===== src/rtl/exec_unit.sv =====
// exec_unit: RV32 execute stage. Computes the 32-bit integer ALU result from
// decoded op fields and selected operands. Shifts use a one-bit-per-cycle
// serial shifter by default. Results are held in a single-entry output
// register with a valid/ready handshake toward memory/writeback.
//
// Build option: define EXEC_FAST_SHIFT_EN to replace the serial shifter with a
// single-cycle barrel shifter (every op then has latency 1).
//
// Ports:
//   clk, rst          clock, synchronous active-high reset
//   in_valid/in_ready upstream handshake (transfer on in_valid && in_ready)
//   exec_op           {funct7[5], funct3}
//   operand1_sel      0 = rs1_val, 1 = pc
//   operand2_sel      0 = rs2_val, 1 = imm
//   rs1_val, rs2_val, pc, imm   operand sources, sampled on accept only
//   out_valid/out_ready downstream handshake
//   result            ALU result
//
// state   | meaning
// S_IDLE  | can accept; result register may still hold an unconsumed result
// S_SHIFT | serial shift in progress, one bit per cycle, count = bits left
module exec_unit #(
  parameter int XLEN = 32
) (
  input  logic            clk,
  input  logic            rst,
  input  logic            in_valid,
  output logic            in_ready,
  input  logic [3:0]      exec_op,
  input  logic            operand1_sel,
  input  logic            operand2_sel,
  input  logic [XLEN-1:0] rs1_val,
  input  logic [XLEN-1:0] rs2_val,
  input  logic [XLEN-1:0] pc,
  input  logic [XLEN-1:0] imm,
  output logic            out_valid,
  input  logic            out_ready,
  output logic [XLEN-1:0] result
);

  logic [XLEN-1:0] op1, op2, alu_res, res_next;
  logic [2:0]      funct3;
  logic            alt;
  logic [4:0]      shamt;
  logic            is_shift;
  logic            res_load;

  assign op1      = operand1_sel ? pc : rs1_val;
  assign op2      = operand2_sel ? imm : rs2_val;
  assign funct3   = exec_op[2:0];
  // funct7[5] only distinguishes SUB and SRA; elsewhere it is ignored.
  assign alt      = exec_op[3] & ((funct3 == 3'b000) | (funct3 == 3'b101));
  assign shamt    = op2[4:0];
  assign is_shift = (funct3 == 3'b001) || (funct3 == 3'b101);

  always_comb begin
    alu_res = '0;
    case (funct3)
      3'b000: alu_res = alt ? (op1 - op2) : (op1 + op2);
`ifdef EXEC_FAST_SHIFT_EN
      3'b001: alu_res = op1 << shamt;
      3'b101: begin
        if (alt) alu_res = $signed(op1) >>> shamt;
        else     alu_res = op1 >> shamt;
      end
`else
      // Only used with shamt == 0; nonzero shifts go through the serial path.
      3'b001, 3'b101: alu_res = op1;
`endif
      3'b010: alu_res = {{(XLEN-1){1'b0}}, ($signed(op1) < $signed(op2))};
      3'b011: alu_res = {{(XLEN-1){1'b0}}, (op1 < op2)};
      3'b100: alu_res = op1 ^ op2;
      3'b110: alu_res = op1 | op2;
      default: alu_res = op1 & op2;
    endcase
  end

`ifdef EXEC_FAST_SHIFT_EN
  assign in_ready = !out_valid || out_ready;
  assign res_load = in_valid && in_ready;
  assign res_next = alu_res;
`else
  typedef enum logic {S_IDLE, S_SHIFT} state_t;

  state_t          state, state_d;
  logic [XLEN-1:0] sh_val, sh_val_d, sh_step;
  logic [4:0]      count, count_d;
  logic            sh_left, sh_left_d, sh_arith, sh_arith_d;

  assign sh_step = sh_left ? {sh_val[XLEN-2:0], 1'b0}
                           : {sh_arith & sh_val[XLEN-1], sh_val[XLEN-1:1]};

  always_comb begin
    state_d    = state;
    in_ready   = 1'b0;
    res_load   = 1'b0;
    res_next   = alu_res;
    sh_val_d   = sh_val;
    count_d    = count;
    sh_left_d  = sh_left;
    sh_arith_d = sh_arith;
    case (state)
      S_IDLE: begin
        in_ready = !out_valid || out_ready;
        if (in_valid && (!out_valid || out_ready)) begin
          if (is_shift && (shamt != 5'd0)) begin
            sh_val_d   = op1;
            count_d    = shamt;
            sh_left_d  = (funct3 == 3'b001);
            sh_arith_d = alt;
            state_d    = S_SHIFT;
          end else begin
            res_load = 1'b1;
          end
        end
      end
      S_SHIFT: begin
        sh_val_d = sh_step;
        count_d  = count - 5'd1;
        if (count == 5'd1) begin
          res_load = 1'b1;
          res_next = sh_step;
          state_d  = S_IDLE;
        end
      end
      default: state_d = S_IDLE;
    endcase
  end

  always_ff @(posedge clk) begin
    if (rst) begin
      state    <= S_IDLE;
      sh_val   <= '0;
      count    <= '0;
      sh_left  <= 1'b0;
      sh_arith <= 1'b0;
    end else begin
      state    <= state_d;
      sh_val   <= sh_val_d;
      count    <= count_d;
      sh_left  <= sh_left_d;
      sh_arith <= sh_arith_d;
    end
  end
`endif

  // A load on the same edge as a consume keeps out_valid high with new data.
  always_ff @(posedge clk) begin
    if (rst) begin
      out_valid <= 1'b0;
      result    <= '0;
    end else if (res_load) begin
      out_valid <= 1'b1;
      result    <= res_next;
    end else if (out_ready) begin
      out_valid <= 1'b0;
    end
  end

endmodule

===== config.mk =====
export PLATFORM = sky130hd
export DESIGN_NAME = exec_unit
export DESIGN_NICKNAME = d
export VERILOG_FILES = /design/src/rtl/exec_unit.sv
export SDC_FILE = /design/constraint.sdc
export NUM_CORES = 1
export LEC_CHECK = 0
export ABC_AREA = 1
export ABC_CLOCK_PERIOD_IN_PS = 4380
export CORE_MARGIN = 2
export CORE_UTILIZATION = 61
export DETAILED_ROUTE_END_ITERATION = 6
export PLACE_DENSITY = 0.88
export SLEW_MARGIN = 20
export SYNTH_ARGS = -nofsm -noshare
export SYNTH_HDL_FRONTEND = slang
export SYNTH_SLANG_ARGS = --single-unit

===== constraint.sdc =====
create_clock -name clk -period 4.38 [get_ports clk]
set_input_delay 0.876 -clock clk [delete_from_list [all_inputs] [get_ports clk]]
set_output_delay 0.876 -clock clk [all_outputs]
set_load 0.1 [all_outputs]

# After elaboration in Yosys (flattened, before gate mapping)
# Cells that the tools add are included.
# word_totals
inputBits	138
regBits	73
out_inout_bits	34
word_cells	63
# classes
addsub	3
n_reduce_logical	11
n_lt_le_gt_ge	2
bitwise_logic	7
n_mux	24
n_eq_ne	9
# op_table
op	count
2-to-1 mux 32 bit	8
case mux 32 bit (6 select lines)	1
< comparator 32 bit	2
case mux 32 bit (2 select lines)	1
adder 32 bit	1
bitwise AND 32 bit	1
bitwise OR 32 bit	1
subtractor 32 bit	1
bitwise XOR 32 bit	1
2-to-1 mux 5 bit	2
case mux 5 bit (2 select lines)	1
equality test 3 bit, second input constant	3
2-to-1 mux 1 bit	9
equality test 3 x 2 -> 1 bit, second input constant	2
equality test 5 x 1 -> 1 bit, second input constant	1
nonzero test 5 bit	1
subtractor 5 x 1 -> 5 bit, second input constant	1
inequality test 2 bit, second input constant	2
case mux 1 bit (2 select lines)	2
equality test 3 x 1 -> 1 bit, second input constant	1
logical NOT 3 bit	1
AND reduction 3 bit	1
bitwise AND 1 bit	2
logical AND 1 bit	2
other kinds (7)	8

# Logic depth before layout (Yosys ltp)
# Gate-level depths: netlist of run 1.
# depth
ltp_word	7
ltp_mapped	23
depth_no_buf	22

# Least setup slack after synthesis of run 1
# No wires, ideal clock.
# synth_path
kind	input -> register
startpoint	input port operand1_sel
endpoint	register result[31]
arrival_ns	3.122
required_time_ns	4.240
path_slack_ns	1.118
path_buffers	3
path_stages	22
setup_time_ns	0.140
path_cell_list	clkbuf_1 -> clkbuf_1 -> nand2_1 -> o21ai_0 -> ha_1 -> buf_2 -> nor2_1 -> inv_1 -> nor2_1 -> inv_1 -> nor2_1 -> nand2_1 -> nand2_1 -> nand2_1 -> nand2_1 -> nand2_1 -> nand2_1 -> nand2_1 -> nand3_1 -> nand3_1 -> nand2_1 -> a21oi_1
# synth_between
elab_chain_len	6
word_cells_on_any_way	10
cone_classes	add/sub (2); mux (5); bitwise (3)
# synth_lines
element	line	text
from (decl)	30	input logic operand1_sel,
2-to-1 mux 32 bit (*)	48	assign op1 = operand1_sel ? pc : rs1_val;
adder 32 bit / subtractor 32 bit (equally long branches)	59	3'b000: alu_res = alt ? (op1 - op2) : (op1 + op2);
2-to-1 mux 32 bit	59	
case mux 32 bit (6 select lines) (*)	58	case (funct3)
2-to-1 mux 32 bit	120	if (count == 5'd1) begin
2-to-1 mux 32 bit (*)	102	case (state)
to (signal assigned)	154	result <= res_next;
to (decl)	38	output logic [XLEN-1:0] result
# Mark *: on every way between the ends. The rest lies on a longest branch, timed or not.
# A chain may end at the register's enable or synchronous reset.

# Worst setup path in the final report of run 1
# layout_path
startpoint	input port rs2_val[10]
endpoint	register result[29]
# layout_between
elab_chain_len	6
word_cells_on_any_way	7
cone_classes	add/sub (2); mux (5)
# layout_lines
element	line	text
from (decl)	33	input logic [XLEN-1:0] rs2_val,
2-to-1 mux 32 bit (*)	49	assign op2 = operand2_sel ? imm : rs2_val;
adder 32 bit / subtractor 32 bit (equally long branches)	59	
2-to-1 mux 32 bit (*)	59	
case mux 32 bit (6 select lines) (*)	58	
2-to-1 mux 32 bit	120	
2-to-1 mux 32 bit (*)	102	
# Marks and branches as above.

==> results.md, run 1 <==
- Reg clk slew, reported paths: 0.07 ns
- DP Cell Count: 2,398
- Count of cells resized by post-cts repair: 0
- First-pass GRT wire length: slightly above 70 mm
- Final GP Congestion: 1.11
- YS warnings: 0
- Final worst path period need: 3.98 ns
- Max Clock Skew: 0.0100 ns
- CTS tree: built
- Via count: 14,300
- Effective utilization at floorplan: 61.9%
- Status: finished, final reports clean
- Worst skew pair latency: 0.35 ns
- Initial antenna violation count: 2
- Sequence of cells on the critical path: clkdlybuf4s50_1 > o21ai_0 > ha_1 > nand2_1 > nor2_1 > inv_1 > nor3_1 > nand2_1 > nand2_1 > nand2_1 > nand2_1 > nand2_1 > nand2_1 > nand2_1 > nand3_1 > nand3_1 > nand2_1 > a21oi_2
- Final worst hold slack: 0.465 ns
- Highest-utilization routing layer at the global route stage: met2
- Met2 routing resource usage after global routing: between 70% and 80%
- Die area: 0.0192 mm2
- Power density over cell area: 265 mW/mm2
- Post-Route WL: 46.1 mm
- DRC marker count from the first detailed-route iteration: 1,743
- Pre-CTS setup slack: ~0.22 ns
- Critical path's largest stage delay: 0.66 ns
- Count of standard-cell rows: 49
- Post-CTS setup buffer count: 0
- Hold buffer count at cts: 0
- Number of standard cells after synthesis: 2,044
- Number of levels in the clock H-tree: 3
- Number of global-route vias before repair: 13,600
- Count of endpoints failing setup in the final report: 0
- Sequential fraction of the synthesis area: 13.2%
- Ratio of cells with drive above 1 in the final layout: 5.26%
- Final core utilization: 74.2%
- Proportion of netlist area held by the largest area contributor: about 22%
- Number of search-and-repair iterations in the first detailed-routing pass: 6
- Peak ir drop on the vdd network: 259 uV
- Final hold violation count: 0
- Post-route clock period utilization: 90.8%
- Number of buffers inserted by port buffering: ~170
- Path type of the worst setup path: in2reg
- Clock Sink Count: 73
- Via count normalized by instance count: 5.90
- Slew Viols, Final: 0
- CP startpoint kind: primary input
- Final design instance area without fill: 0.0132 mm2
- Number of nets still failing antenna checks after routing: 0
- Pwr Total: 3.51 mW
- Total negative slack: 0 ns
- Fraction of registers with async set/reset: 0%
- Syn Nets: 2,282
- Post-synthesis area per instance: 5.41 um2
- Grt total ovfl: 0
- Post-Synthesis Cell Area: 0.0110 mm2
- Met3 Track Usage GR: 11.4%
- Overall die width: 139 um
- Area of placed instances: roughly 0.013 mm2
- Static leakage power: 6.88 nW
- Maxcap violations: 0
- Number of buffers on the longest clock path: 2
- Crit Path Max Fanout: 9
- Core area: 0.0178 mm2
- Upper clock frequency limit: 251 MHz
- Data arrival time of the worst path: 4.20 ns
- Number of register bits inferred by synthesis: 73
- Post-synthesis cell type count: 51
- Number of enable-type register cells in the synthesized netlist: 0
- Vertical die dimension: approximately 140 um
- Number of standard cells in the layout, taps in and fillers out: 2,416
- All-Layer GR Usage: between 40% and 50%
- Maximum number of pins on one net before global-route repair: 65
- Global Route met1 Usage: 53.3%
- Area added between synthesis and finish: 19.8%
- Cell at the root of the clock tree: sky130_fd_sc_hd__clkbuf_16
- R2R Setup Slk: 2.00 ns
- Cell at the slowest stage of the critical path: sky130_fd_sc_hd__o21ai_0
- Largest cells by area after synthesis: sky130_fd_sc_hd__nand2_1 (22%), sky130_fd_sc_hd__inv_1 (13%), sky130_fd_sc_hd__dfxtp_1 (13%)
- Min-Delay Path Class: reg2reg
- Nets: between 2,000 and 2,500
- Most common library cell in the layout ignoring fill and taps: sky130_fd_sc_hd__nand2_1
- Residual DRC: 0
- CP Data Required Time: 4.61 ns
- Total I/O pin count: about 170
- Most numerous cell on the critical path: sky130_fd_sc_hd__nand2_1
- Slack of the critical path: 0.403 ns
- Most instantiated flip-flop cell in the synthesis netlist: sky130_fd_sc_hd__dfxtp_1
- Yosys top cell by area: sky130_fd_sc_hd__nand2_1
- Number of CTS-inserted buffers: 9
- Endpoint type of the worst setup path: flop
- Top library cells by usage in the layout, fill and taps aside: sky130_fd_sc_hd__nand2_1 (657), sky130_fd_sc_hd__inv_1 (392), sky130_fd_sc_hd__clkdlybuf4s50_1 (167), sky130_fd_sc_hd__nor2_1 (140), sky130_fd_sc_hd__a21oi_1 (136)
- Normalized max-slew margin: 32.7%
- Post-DP HPWL: 35.8 mm
- Slew @ Worst Pin: 1.01 ns
- WL per Instance: 19.1 um
- Unrepaired setup endpoints after global routing: false
- Filler instances: 1,507
## power breakdown
group          switching [mW]  internal (mW)  total (mW)
registers              0.0392          0.712       0.751
logic                    1.37          0.619        1.99
clock network           0.330          0.444       0.774
## critical path: cells and delay by family
family / cells / cell delay, ns
AND/OR/NAND/NOR: 13 / 1.70
AO/OA/AOI/OAI: 2 / 0.72
buffers and inverters: 2 / 0.48
adder cells (fa/ha/maj): 1 / 0.44
## registers in the layout, indices dropped and copies added (netlist names)
| register | cells |
|---|---|
| count | 5 |
| out_valid | 1 |
| result | 32 |
| sh_arith | 1 |
| sh_left | 1 |
| sh_val | 32 |
| state | 1 |
## cells in the mapped netlist (4+ instances only)
cell                       number
sky130_fd_sc_hd__a21oi_1      136
sky130_fd_sc_hd__a21oi_2       12
sky130_fd_sc_hd__a31oi_1       32
sky130_fd_sc_hd__and2_1         6
sky130_fd_sc_hd__and3_1         4
sky130_fd_sc_hd__buf_2         35
sky130_fd_sc_hd__buf_6          4
sky130_fd_sc_hd__clkbuf_1      36
sky130_fd_sc_hd__dfxtp_1       73
sky130_fd_sc_hd__ha_1          98
sky130_fd_sc_hd__inv_1        392
sky130_fd_sc_hd__inv_2          7
sky130_fd_sc_hd__mux2i_1       25
sky130_fd_sc_hd__nand2_1      657
sky130_fd_sc_hd__nand3_1      120
sky130_fd_sc_hd__nand4_1       10
sky130_fd_sc_hd__nor2_1       141
sky130_fd_sc_hd__nor3_1        13
sky130_fd_sc_hd__o211ai_1      10
sky130_fd_sc_hd__o21ai_0      124
sky130_fd_sc_hd__o21ai_1        4
sky130_fd_sc_hd__o21bai_1      10
sky130_fd_sc_hd__o22ai_1       21
sky130_fd_sc_hd__or2_2         27
## per-layer routing
layer	part of all wire [%]	vias to the layer above
li1	-	6658
met1	34	6163
met2	43	1100
met3	12	335
met4	11	0
met5	0	-
## layout make-up
type	instances	area, um2	area share [%]
well taps	229	287	2.16
multi-input cells	1488	7690	58.1
repair buffers	207	1990	15.0
inverters	401	1510	11.4
flip-flops and latches	73	1460	11.0
clock buffers	10	229	1.73
diodes	2	5.00	0.0378
clock inverters	6	67.6	0.510
## cell families (layout without fill, tap and decap cells)
| family | Yosys count | in the layout | synth area share (%) |
|---|---|---|---|
| AND/OR/NAND/NOR | 994 | 994 | 36.9 |
| flip-flops | 73 | 73 | 13.2 |
| multiplexers | 25 | 25 | 2.26 |
| AO/OA/AOI/OAI | 368 | 368 | 18.8 |
| adder cells (fa/ha/maj) | 100 | 100 | 11.5 |
| XOR/XNOR | 1 | 1 | 0.0793 |
| buffers and inverters | 483 | 624 | 17.2 |
| other | 0 | 2 | 0 |
## path summary, 6_finish.rpt
path,start,endpoint,cells past startpoint
worst max register to register,count[1]$_SDFFE_PP0P_,result[31]$_SDFFE_PP0P_,11
worst max-delay path,rs2_val[10],result[29]$_SDFFE_PP0P_,18
worst min register to register,result[17]$_SDFFE_PP0P_,result[17]$_SDFFE_PP0P_,2
worst min-delay path,result[17]$_SDFFE_PP0P_,result[17]$_SDFFE_PP0P_,2
(Power assumes the default switching activity.)
==> run 2, diff against run 1 <==
--- a/config.mk
+++ b/config.mk
@@ -10,7 +10,8 @@
 export CORE_MARGIN = 2
 export CORE_UTILIZATION = 61
 export DETAILED_ROUTE_END_ITERATION = 6
-export PLACE_DENSITY = 0.88
+export GPL_ROUTABILITY_DRIVEN = 0
+export PLACE_DENSITY = 0.93
 export SLEW_MARGIN = 20
 export SYNTH_ARGS = -nofsm -noshare
 export SYNTH_HDL_FRONTEND = slang
==> run 2 against run 1 <==
Against the previous run:
- the flow now finishes with violations (DRC)
- worst setup slack worse by 0.060 ns
- non-clock buffer count fell by 15
- die area unchanged
- wire length down 5.6%
- via count is 1.1% higher
- sequential share of layout area up 0.070 points
- core utilization is 0.47 points lower
- combinational power is essentially flat
- clock-buffer cell count down 1
- clock skew rose by 0.0052 ns
- fmax is 1.5% lower
- sequential power about the same
- critical path type unchanged
- highest routed layer unchanged
==> results.md, run 2 (synthesized netlist as in run 1, its figures left out) <==
- Status: finished with violations (was finished, final reports clean)
- Failing checks: DRC
- First-pass GRT wire length: 67.4 mm (was 72.3 mm)
- Post-route clock period utilization: 92.2% (was 90.8%)
- Sequence of cells on the critical path: buf_2 > buf_12 > o21ai_0 > inv_1 > ha_1 > inv_1 > fa_1 > inv_1 > nand3_1 > nand3_1 > inv_1 > o21ai_0 > nor2_1 > o211ai_1 > o211ai_1 > inv_1 (was clkdlybuf4s50_1 > o21ai_0 > ha_1 > nand2_1 > nor2_1 > inv_1 > nor3_1 > nand2_1 > nand2_1 > nand2_1 > nand2_1 > nand2_1 > nand2_1 > nand2_1 > nand3_1 > nand3_1 > nand2_1 > a21oi_2)
- WL per Instance: 18.2 um (was 19.1 um)
- Worst min-delay path endpoint: result[17]$_SDFFE_PP0P_ (unchanged)
- Post-CTS setup buffer count: 0 (unchanged)
- Most numerous cell on the critical path: sky130_fd_sc_hd__inv_1 (was sky130_fd_sc_hd__nand2_1)
- Count of standard-cell rows: 49 (unchanged)
- Die area: 0.0192 mm2 (unchanged)
- Pwr Total: 3.53 mW (was 3.51 mW)
- Via count: 14,400 (was 14,300)
- Met3 Track Usage GR: 12.2% (was 11.4%)
- CTS tree: built (unchanged)
- Final design instance area without fill: 0.0132 mm2 (about the same)
- Path type of the worst setup path: in2reg (unchanged)
- Normalized max-slew margin: 30.0% (was 32.7%)
- Cell at the root of the clock tree: sky130_fd_sc_hd__clkbuf_16 (unchanged)
- Most common library cell in the layout ignoring fill and taps: sky130_fd_sc_hd__nand2_1 (unchanged)
- Final hold violation count: 0 (unchanged)
- Count of endpoints failing setup in the final report: 0 (unchanged)
- Peak ir drop on the vdd network: 223 uV (was 259 uV)
- Core area: 0.0178 mm2 (unchanged)
- Maxcap violations: 0 (unchanged)
- Top library cells by usage in the layout, fill and taps aside: sky130_fd_sc_hd__nand2_1 (657), sky130_fd_sc_hd__inv_1 (392), sky130_fd_sc_hd__clkdlybuf4s50_1 (167), sky130_fd_sc_hd__nor2_1 (140), sky130_fd_sc_hd__a21oi_1 (136) (unchanged)
- Number of nets still failing antenna checks after routing: 0 (unchanged)
- Ratio of cells with drive above 1 in the final layout: 4.61% (was 5.26%)
- Maximum number of pins on one net before global-route repair: 65 (unchanged)
- Effective utilization at floorplan: 61.9% (unchanged)
- Total I/O pin count: 172 (unchanged)
- Max Clock Skew: 0.0152 ns (was 0.0100 ns)
- Slew Viols, Final: 0 (unchanged)
- Total negative slack: 0 ns (unchanged)
- Met2 routing resource usage after global routing: 68.6% (was 75.6%)
- Cell at the slowest stage of the critical path: sky130_fd_sc_hd__o211ai_1 (was sky130_fd_sc_hd__o21ai_0)
- CP Data Required Time: 4.66 ns (was 4.61 ns)
- Number of CTS-inserted buffers: 9 (unchanged)
- Clock Sink Count: 73 (unchanged)
- Area added between synthesis and finish: 19.0% (was 19.8%)
- Post-Route WL: 43.5 mm (was 46.1 mm)
- Critical path's largest stage delay: 0.64 ns (was 0.66 ns)
- Static leakage power: 6.82 nW (was 6.88 nW)
- Count of cells resized by post-cts repair: 0 (unchanged)
- Worst Hold Depth: 2 (unchanged)
- Worst skew pair latency: 0.35 ns (about the same)
- Final worst path period need: 4.04 ns (was 3.98 ns)
- Number of levels in the clock H-tree: 3 (unchanged)
- Residual DRC: 18 (was 0)
- Worst reg2reg endpoint: result[30]$_SDFFE_PP0P_ (was result[31]$_SDFFE_PP0P_)
- CP startpoint kind: primary input (unchanged)
- Highest-utilization routing layer at the global route stage: met2 (unchanged)
- Hold buffer count at cts: 0 (unchanged)
- Reg clk slew, reported paths: 0.06 ns (was 0.07 ns)
- Post-DP HPWL: 32.8 mm (was 35.8 mm)
- Initial antenna violation count: 0 (was 2)
- Overall die width: 139 um (unchanged)
- Number of search-and-repair iterations in the first detailed-routing pass: 7 (was 6)
- All-Layer GR Usage: 43.8% (was 47.3%)
- Upper clock frequency limit: 248 MHz (was 251 MHz)
- Number of buffers on the longest clock path: 2 (unchanged)
- Vertical die dimension: 139 um (unchanged)
- Unrepaired setup endpoints after global routing: false (unchanged)
- Min-Delay Startpoint: result[17]$_SDFFE_PP0P_ (unchanged)
- Largest registers ranked by flip-flop count: result (32), sh_val (32), count (5) (unchanged)
- Area of placed instances: 0.0128 mm2 (was 0.0129 mm2)
- R2R Setup Slk: 1.72 ns (was 2.00 ns)
- Grt total ovfl: 0 (unchanged)
- Min-Delay Path Class: reg2reg (unchanged)
- Data arrival time of the worst path: 4.32 ns (was 4.20 ns)
- Slew @ Worst Pin: 1.05 ns (was 1.01 ns)
- Nets: 2,403 (was 2,418)
- Power density over cell area: 268 mW/mm2 (was 265 mW/mm2)
- Number of global-route vias before repair: 13,300 (was 13,600)
- Number of buffers inserted by port buffering: 171 (unchanged)
- Register-to-Register Path Depth: 8 (was 11)
- Launching point of the worst reg2reg path: state$_SDFF_PP0_ (was count[1]$_SDFFE_PP0P_)
- Via count normalized by instance count: 6.01 (was 5.90)
- Crit Path Max Fanout: 22 (was 9)
- N_diodes: 0 (was 2)
- Global Route met1 Usage: 50.4% (was 53.3%)
- Endpoint type of the worst setup path: flop (unchanged)
- DRC marker count from the first detailed-route iteration: 2,142 (was 1,743)
## run 2: cell types whose count changed in the layout (fill, tap and decap cells not counted), sizes merged
cell,before,now
bufinv,1,2
clkinv,4,3
buf,40,25
diode,2,0
clkbuf,10,9
## run 2: stage by stage
stage | instances | setup slack [ns] | hold WS (ns) | util [%]
floorplan | 2044 | 1.12 | 0.425 | -
global placement | 2383 | 0.355 | 0.456 | 71.9
detailed placement | 2383 | 0.373 | 0.464 | 71.9
CTS | 2398 | 0.728 | 0.475 | 73.7
global route | 2398 | 0.324 | 0.496 | 73.7
finish | 2398 | 0.343 | 0.474 | 73.7
## run 2: final cells by class
class                           count  area [um2]
Inverter                          401        1510
Tap cell                          229         287
Clock buffer                        9         225
Sequential cell                    73        1460
Timing Repair Buffer              192        1890
Clock inverter                      6        92.6
Fill cell                        1451        4690
Multi-Input combinational cell   1488        7690
## run 2: report_power, final
part	total [mW]	internal [mW]	switching (mW)
Sequential	0.751	0.712	0.0388
Combinational	1.96	0.603	1.35
Clock	0.824	0.499	0.325
## run 2: how the worst max path moves through the flow
stage	start	to	slack (ns)	cells past startpoint
after floorplan	operand1_sel	result[31]$_SDFFE_PP0P_	1.12	22
after global placement	imm[12]	result[29]$_SDFFE_PP0P_	0.36	20
after detailed placement	imm[12]	result[29]$_SDFFE_PP0P_	0.37	20
after CTS	imm[12]	result[29]$_SDFFE_PP0P_	0.73	20
after global routing	operand1_sel	result[21]$_SDFFE_PP0P_	0.32	17
final	operand1_sel	result[10]$_SDFFE_PP0P_	0.34	16
## run 2: routing by layer
layer | routed length [um] | vias to the layer above
met5 | 0 | -
met4 | 4140 | 0
met3 | 6250 | 339
met2 | 18400 | 1232
met1 | 14700 | 6216
li1 | - | 6624
## run 2: critical path: cells and delay by family
kind / cells / cell delay, ns
AO/OA/AOI/OAI: 4 / 1.35
buffers and inverters: 7 / 1.07
adder cells (fa/ha/maj): 2 / 0.65
AND/OR/NAND/NOR: 3 / 0.33
